### config.mk
export PLATFORM = sky130hd
export DESIGN_NAME = factorial_seq_engine
export DESIGN_NICKNAME = d
export VERILOG_FILES = /design/src/rtl/factorial_seq_engine.sv
export SDC_FILE = /design/constraint.sdc
export NUM_CORES = 1
export LEC_CHECK = 0
export ABC_CLOCK_PERIOD_IN_PS = 6900
export CAP_MARGIN = 20
export CORE_MARGIN = 2
export CORE_UTILIZATION = 40
export DETAILED_ROUTE_END_ITERATION = 10
export GPL_TIMING_DRIVEN = 0
export HOLD_SLACK_MARGIN = 0.1
export PLACE_DENSITY = 0.53
export SLEW_MARGIN = 20
export SYNTH_ARGS = -nofsm -noshare
export SYNTH_HDL_FRONTEND = slang
export SYNTH_SLANG_ARGS = --single-unit
### constraint.sdc
create_clock -name clk -period 6.9 [get_ports clk]
set_input_delay 1.035 -clock clk [delete_from_list [all_inputs] [get_ports clk]]
set_output_delay 1.035 -clock clk [all_outputs]
set_load 0.01 [all_outputs]
### src/rtl/factorial_seq_engine.sv
// factorial_seq_engine: multi-cycle n! unit with valid/ready handshakes on
// both sides. It performs one multiply per clock and flags overflow.
// Optional feature macro: FACT_SAT_EN. When it is defined, the result
// saturates to all ones and the run ends early on the first overflowing
// multiply. When it is undefined, the result wraps mod 2^WIDTH.
module factorial_seq_engine #(
  parameter int WIDTH   = 32,
  parameter int N_WIDTH = 8
) (
  input  logic               clk,
  input  logic               rst,
  input  logic               in_valid,
  output logic               in_ready,
  input  logic [N_WIDTH-1:0] n,
  output logic               out_valid,
  input  logic               out_ready,
  output logic [WIDTH-1:0]   result,
  output logic               overflow,
  output logic               busy
);

  typedef enum logic [1:0] {
    S_IDLE = 2'd0,
    S_RUN  = 2'd1,
    S_DONE = 2'd2
  } state_t;

  state_t             state_q, state_d;
  logic [N_WIDTH-1:0] n_q, n_d;
  // i is one bit wider than n so that n = 2^N_WIDTH-1 still terminates
  logic [N_WIDTH:0]   i_q, i_d;
  logic [WIDTH-1:0]   acc_q, acc_d;
  logic               ovf_q, ovf_d;
  logic [WIDTH-1:0]   result_q, result_d;
  logic               overflow_q, overflow_d;
  logic               in_ready_q, in_ready_d;
  logic               out_valid_q, out_valid_d;
  logic               busy_q, busy_d;

  logic [2*WIDTH-1:0] prod_s;
  logic               prod_ovf_s;
  logic               run_end_s;

  // Full-width product of the accumulator and the counter, plus the end-of-run test
  always_comb begin
    prod_s     = {{WIDTH{1'b0}}, acc_q} * {{(2*WIDTH-N_WIDTH-1){1'b0}}, i_q};
    prod_ovf_s = |prod_s[2*WIDTH-1:WIDTH];
`ifdef FACT_SAT_EN
    // a saturated accumulator cannot change any more, so stop right away
    run_end_s  = (i_q > {1'b0, n_q}) || ovf_q;
`else
    run_end_s  = (i_q > {1'b0, n_q});
`endif
  end

  // Next-state and next-output logic for the IDLE -> RUN -> DONE sequence
  always_comb begin
    state_d     = state_q;
    n_d         = n_q;
    i_d         = i_q;
    acc_d       = acc_q;
    ovf_d       = ovf_q;
    result_d    = result_q;
    overflow_d  = overflow_q;
    in_ready_d  = in_ready_q;
    out_valid_d = out_valid_q;
    busy_d      = busy_q;
    case (state_q)
      S_IDLE: begin
        if (in_valid) begin
          state_d    = S_RUN;
          n_d        = n;
          acc_d      = WIDTH'(1);
          i_d        = (N_WIDTH+1)'(2);
          ovf_d      = 1'b0;
          in_ready_d = 1'b0;
          busy_d     = 1'b1;
        end else begin
          state_d = S_IDLE;
        end
      end
      S_RUN: begin
        if (run_end_s) begin
          state_d     = S_DONE;
          out_valid_d = 1'b1;
          result_d    = acc_q;
          overflow_d  = ovf_q;
        end else begin
          i_d = i_q + (N_WIDTH+1)'(1);
`ifdef FACT_SAT_EN
          if (prod_ovf_s) begin
            acc_d = {WIDTH{1'b1}};
            ovf_d = 1'b1;
          end else begin
            acc_d = prod_s[WIDTH-1:0];
          end
`else
          acc_d = prod_s[WIDTH-1:0];
          ovf_d = ovf_q | prod_ovf_s;
`endif
        end
      end
      S_DONE: begin
        // in_ready returns only with IDLE, so no accept can share this edge
        if (out_ready) begin
          state_d     = S_IDLE;
          out_valid_d = 1'b0;
          in_ready_d  = 1'b1;
          busy_d      = 1'b0;
        end else begin
          state_d = S_DONE;
        end
      end
      default: begin
        state_d     = S_IDLE;
        in_ready_d  = 1'b1;
        out_valid_d = 1'b0;
        busy_d      = 1'b0;
      end
    endcase
  end

  // State and output registers, cleared asynchronously by rst
  always_ff @(posedge clk or posedge rst) begin
    if (rst) begin
      state_q     <= S_IDLE;
      n_q         <= {N_WIDTH{1'b0}};
      i_q         <= {(N_WIDTH+1){1'b0}};
      acc_q       <= {WIDTH{1'b0}};
      ovf_q       <= 1'b0;
      result_q    <= {WIDTH{1'b0}};
      overflow_q  <= 1'b0;
      in_ready_q  <= 1'b1;
      out_valid_q <= 1'b0;
      busy_q      <= 1'b0;
    end else begin
      state_q     <= state_d;
      n_q         <= n_d;
      i_q         <= i_d;
      acc_q       <= acc_d;
      ovf_q       <= ovf_d;
      result_q    <= result_d;
      overflow_q  <= overflow_d;
      in_ready_q  <= in_ready_d;
      out_valid_q <= out_valid_d;
      busy_q      <= busy_d;
    end
  end

  assign in_ready  = in_ready_q;
  assign out_valid = out_valid_q;
  assign result    = result_q;
  assign overflow  = overflow_q;
  assign busy      = busy_q;

endmodule

# After elaboration in Yosys (flattened, before gate mapping)
# Index checks and enable logic that the tools add are counted.
# word_totals
latchBits	0
romBits	0
mem_count	0
ramBits	0
word_cells	50
register_bits	88
inputBits	12
# classes
add_sub_neg	1
n_lt_le_gt_ge	1
eq_ne	6
muxes	20
shift	0
n_div	0
n_reduce_logical	8
mul	1
n_bitwise	3
# op_table
op	count
32-bit 2-to-1 mux	2
32-bit one-hot mux with 2 select lines	1
32-bit by 9-bit multiplier with 41-bit output	1
9-bit 2-to-1 mux	2
9-bit one-hot mux with 2 select lines	1
9-bit by 1-bit adder with 9-bit output (second input constant)	1
9-bit by 8-bit > comparator with 1-bit output	1
1-bit one-hot mux with 3 select lines	3
3-bit AND reduction	3
9-bit OR reduction	1
2-bit inequality test (second input constant)	4
1-bit 2-to-1 mux	7
2-bit one-hot mux with 3 select lines	1
2-bit 2-to-1 mux	2
2-bit AND reduction	2
2-bit by 1-bit == test with 1-bit output (second input constant)	1
2-bit == test (second input constant)	1
2-bit zero test	1
1-bit NOT	2
1-bit one-hot mux with 2 select lines	1
2-bit nonzero test	1
1-bit bitwise OR	1

# Longest topological paths before layout
# Gate-level depths: netlist of the first run.
# depth
depth_word	5
ltp_mapped	22
mapped_depth_nobuf	19

# Worst setup path after synthesis of the first run
# Ideal clock, no wire load.
# synth_path
kind	register -> register
start	register i_q[2]
end	register ovf_q
setup_slack_ns	1.649
required_ns	6.764
path_buffers	2
synth_period_minus_slack_ns	5.251
arrival_time_ns	5.116
path_stages_with_launch	21
cell_sequence	dfrtp_1 > clkbuf_1 > buf_1 > nand2_1 > fa_1 > inv_1 > fa_1 > fa_1 > inv_1 > fa_1 > inv_1 > ha_1 > a211o_1 > a31o_1 > a21oi_2 > o2111ai_4 > a31oi_2 > o21ai_0 > xor2_1 > nor4_1 > a31oi_1
# synth_between
elab_chain_cells	5
# synth_rtl
element	line_no	source
start, declared	31	logic [N_WIDTH:0] i_q, i_d;
start signal, assigned	128	i_q <= {(N_WIDTH+1){1'b0}};
start signal, assigned	139	i_q <= i_d;
32-bit by 9-bit multiplier with 41-bit output	46	prod_s = {{WIDTH{1'b0}}, acc_q} * {{(2*WIDTH-N_WIDTH-1){1'b0}}, i_q};
9-bit OR reduction	47	prod_ovf_s = |prod_s[2*WIDTH-1:WIDTH];
1-bit bitwise OR	99	ovf_d = ovf_q | prod_ovf_s;
1-bit 2-to-1 mux	83	if (run_end_s) begin
1-bit one-hot mux with 2 select lines	68	case (state_q)
end signal, assigned	141	ovf_q <= ovf_d;
end, declared	33	logic ovf_q, ovf_d;
# Parallel ways exist; a longest one is shown, timed or not. The select of a mux whose other input is x is not followed.
# A chain may end at the register's enable or synchronous reset.

# Final worst setup path of the first run
# layout_path
start	register i_q[4]
end	register ovf_q
# The elaborated chain is that of the path after synthesis.

==> results of run 1 <==
-- stage by stage --
step	hold slack (ps)	TNS [ps]	instances	utilization [%]	worst slack [ps]
floorplan	452	0	1434	-	1650
global placement	466	0	1883	43.8	14.0
detailed placement	468	-28.2	1884	43.9	-28.2
CTS	485	0	1900	45.0	79.9
global route	511	0	1900	45.0	19.3
finish	482	0	1900	45.0	336
-- power breakdown --
part	internal (mW)	switching [mW]	leakage [nW]	total, mW
registers	0.764	0.114	1.11	0.878
clock network	0.321	0.248	0.157	0.570
logic	1.95	3.27	5.91	5.22
total	3.03	3.64	7.18	6.67
-- flip-flops by register name, indices dropped and copies added, names as in the netlist --
register and flops:
result 32, i_q 9, in_ready 1, n_q 8, ovf_q 1, busy 1
acc_q 32, out_valid 1, state_q 2, overflow 1
-- how the worst min path moves through the flow --
stage / start / slack [ps] / cells after the start / endpoint
6_report: acc_q[8]$_DFFE_PP0P_ / 480 / 1 / result[8]$_DFFE_PP0P_
5_1_grt: result[0]$_DFFE_PP0P_ / 510 / 1 / result[0]$_DFFE_PP0P_
4_1_cts: acc_q[8]$_DFFE_PP0P_ / 490 / 1 / result[8]$_DFFE_PP0P_
3_5_place_dp: acc_q[8]$_DFFE_PP0P_ / 470 / 1 / result[8]$_DFFE_PP0P_
3_3_place_gp: acc_q[7]$_DFFE_PP0P_ / 470 / 1 / result[7]$_DFFE_PP0P_
2_1_floorplan: n_q[0]$_DFFE_PP0P_ / 450 / 2 / n_q[0]$_DFFE_PP0P_
-- kinds of logic (layout without fill, tap and decap cells) --
family                   Yosys count  after routing  synth area share [%]
multiplexers                      33             33                  2.88
AO/OA/AOI/OAI                    168            168                  8.42
flip-flops                        88             88                  17.1
adder cells (fa/ha/maj)          281            281                  39.5
buffers and inverters            356            420                  11.0
XOR/XNOR                          37             37                  2.51
AND/OR/NAND/NOR                  471            471                  18.6
-- placed cells by master, fill, tap and decap left out, types with 26 or more instances in the layout --
| cell | Yosys | final |
|---|---|---|
| fa_1 | 211 | 211 |
| nand2_1 | 179 | 179 |
| dfrtp_1 | 87 | 87 |
| nand3_1 | 43 | 43 |
| nor2_1 | 26 | 26 |
| a21oi_1 | 33 | 33 |
| ha_1 | 70 | 70 |
| clkbuf_1 | 74 | 70 |
| clkdlybuf4s50_1 | 0 | 47 |
| inv_1 | 262 | 261 |
| and2_1 | 177 | 177 |
| o21ai_0 | 55 | 54 |
-- timing repair --
item | CTS | global route
pin swaps | 0 | 0
setup endpoints to repair | 1 | 2
resized for setup | 2 | 12
-- layer usage --
metal  track usage [%]  up-vias  part of all wire (%)
met3              2.91       27                   4.0
met1              29.7     4904                    46
li1                  -     4515                     -
met2              36.8      209                    48
met4              5.38        0                   1.8
met5                 0        -                     0
-- worst max-delay path: stages, from the launching register on --
cell	delay, ps
dfrtp_1	370
clkbuf_1	380
clkbuf_1	550
and2_1	240
fa_1	450
fa_1	500
fa_1	490
inv_1	50
fa_1	470
inv_1	40
ha_1	320
a21oi_1	440
o21ai_0	180
a21oi_1	300
a31oi_1	260
a31oi_1	530
o21ai_0	240
xor2_1	210
nor4_1	280
a31oi_1	130
-- cell type report --
class	instances	share of cell area, %
Multi-Input combinational cell	990	65.2
Sequential cell	88	15.5
Inverter	263	6.97
Tap cell	402	3.53
Timing Repair Buffer	48	3.50
Buffer	93	3.07
Clock buffer	10	1.61
Clock inverter	6	0.642
==> summary.txt, run 1 <==
Count leader, synth: inv_1
# DRC: 0
Pwr/cell area: 469 nW/um^2
Effective utilization at floorplan: 40.8%
Total die area: 33700 sq um
Post-Syn Area: 12900 sq um
CP required: 7140 ps
Vias in the first global route: 10300
Syn nets: 1727
Post-Synthesis Cells: 1434
HP Class: register to register
Area of the core: 31600 sq um
Worst R2R Path Depth: 19
HPWL Detailed: 27700 microns
Root buffer cell: clkbuf_16
Largest cells by area after synthesis: fa_1 (33%), dfrtp_1 (17%), and2_1 (8.6%)
Reg-to-reg startpoint: i_q[4]$_DFFE_PP0P_
Area of the multi-input gates: 9280 sq um
Final instance area: 14200 sq um
DR WL/cell: 17.8 microns
FP Rows: 65
CTS HTree Levels: 3
Worst-margin pin slew: 681 ps
Post-layout power: 6.67 mW
Via count: 9655
TritonCTS Buffers: 9
Finish-stage setup viols: 0
Yosys top cell by area: fa_1
Post-layout min period: 6560 ps
Clock Skew: 16.4 ps
Net count, final: 1786
Num ports: 48
Clock sink count: 88
Reg-to-Reg End: ovf_q$_DFFE_PP0P_
Final GP Congestion: 0.849
Layout area overhead: 10.4%
Grt total ovfl: 0
Iteration-0 DRC Markers: 500
Initial antenna violation count: 1
Leakage: 7.18 nW
CP max FO: 10
Vias per cell: 5.08
WP data arrival: 6800 ps
Post-DRT Antenna Nets: 0
Setup bufs post-CTS: 0
First-pass GRT wire length: 56300 microns
RSZ-0062 raised after global routing: no
CP startpoint kind: register
Largest net degree at the start of global routing: 46
Max transition margin: 54.3%
Max-cap violations: 0
Slew Limit Fails: 0
Final hold viol count: 0
Die W: 184 microns
Layout cells sized above 1: 4.47%
CP Class: register to register
YS warnings: 0
Synth cell count leaders: inv_1 (262), fa_1 (211), nand2_1 (179), and2_1 (177), dfrtp_1 (87)
FILL cells: 3101
Post-synth top area share: 32.8%
Clock latency at the later pin of the worst-skew pair: 370 ps
Max clock buf depth: 2
Crit path launch: i_q[4]$_DFFE_PP0P_
DRT Wirelength: 33700 microns
R2R Setup Slk: 340 ps
Fraction of registers with async set or reset after synthesis: 100%
First-pass DRT Iterations: 5
Worst setup EP type: register
Critical path destination: ovf_q$_DFFE_PP0P_
Max Clock Freq: 0.152 GHz
Peak VDD IR: 0.191 mV
Sequential share of the synthesized area: 17.1%
Top FF cell, synth: dfrtp_1
Mean Syn Cell Area: 8.99 sq um
Status: finished clean
CTS tree: built
Chip height: 184 microns
Antenna Diode Count: 0
Placed Area: 13900 sq um
Final period util: 95.1%
Synth unique cells: 63
Post-synth EDFFs: 0
Port buffer count: 47
Tot GR Track Use: 21.8%
CTS clock-pin slew for the worst setup and hold paths: 80 ps
Hold Buf Count CTS: 0
Seq cells post-synth: 88
Reg area: 2200 sq um
No activity file was read; power rests on OpenSTA's default activity.
==> run 2: changes to the inputs <==
==> constraint.sdc (replaced) <==
create_clock -name clk -period 6.9 [get_ports clk]
set_input_delay 1.38 -clock clk [delete_from_list [all_inputs] [get_ports clk]]
set_output_delay 1.38 -clock clk [all_outputs]
set_load 0.01 [all_outputs]
==> results of run 2 <==
Same layout as run 1 (identical final DEF). Status: finished clean.
==> run 3: changes to the inputs <==
Settings changed: ABC_AREA set to 0, GPL_ROUTABILITY_DRIVEN set to 0.
==> results of run 3 <==
Same layout as run 1 (identical final DEF). Status: finished clean.
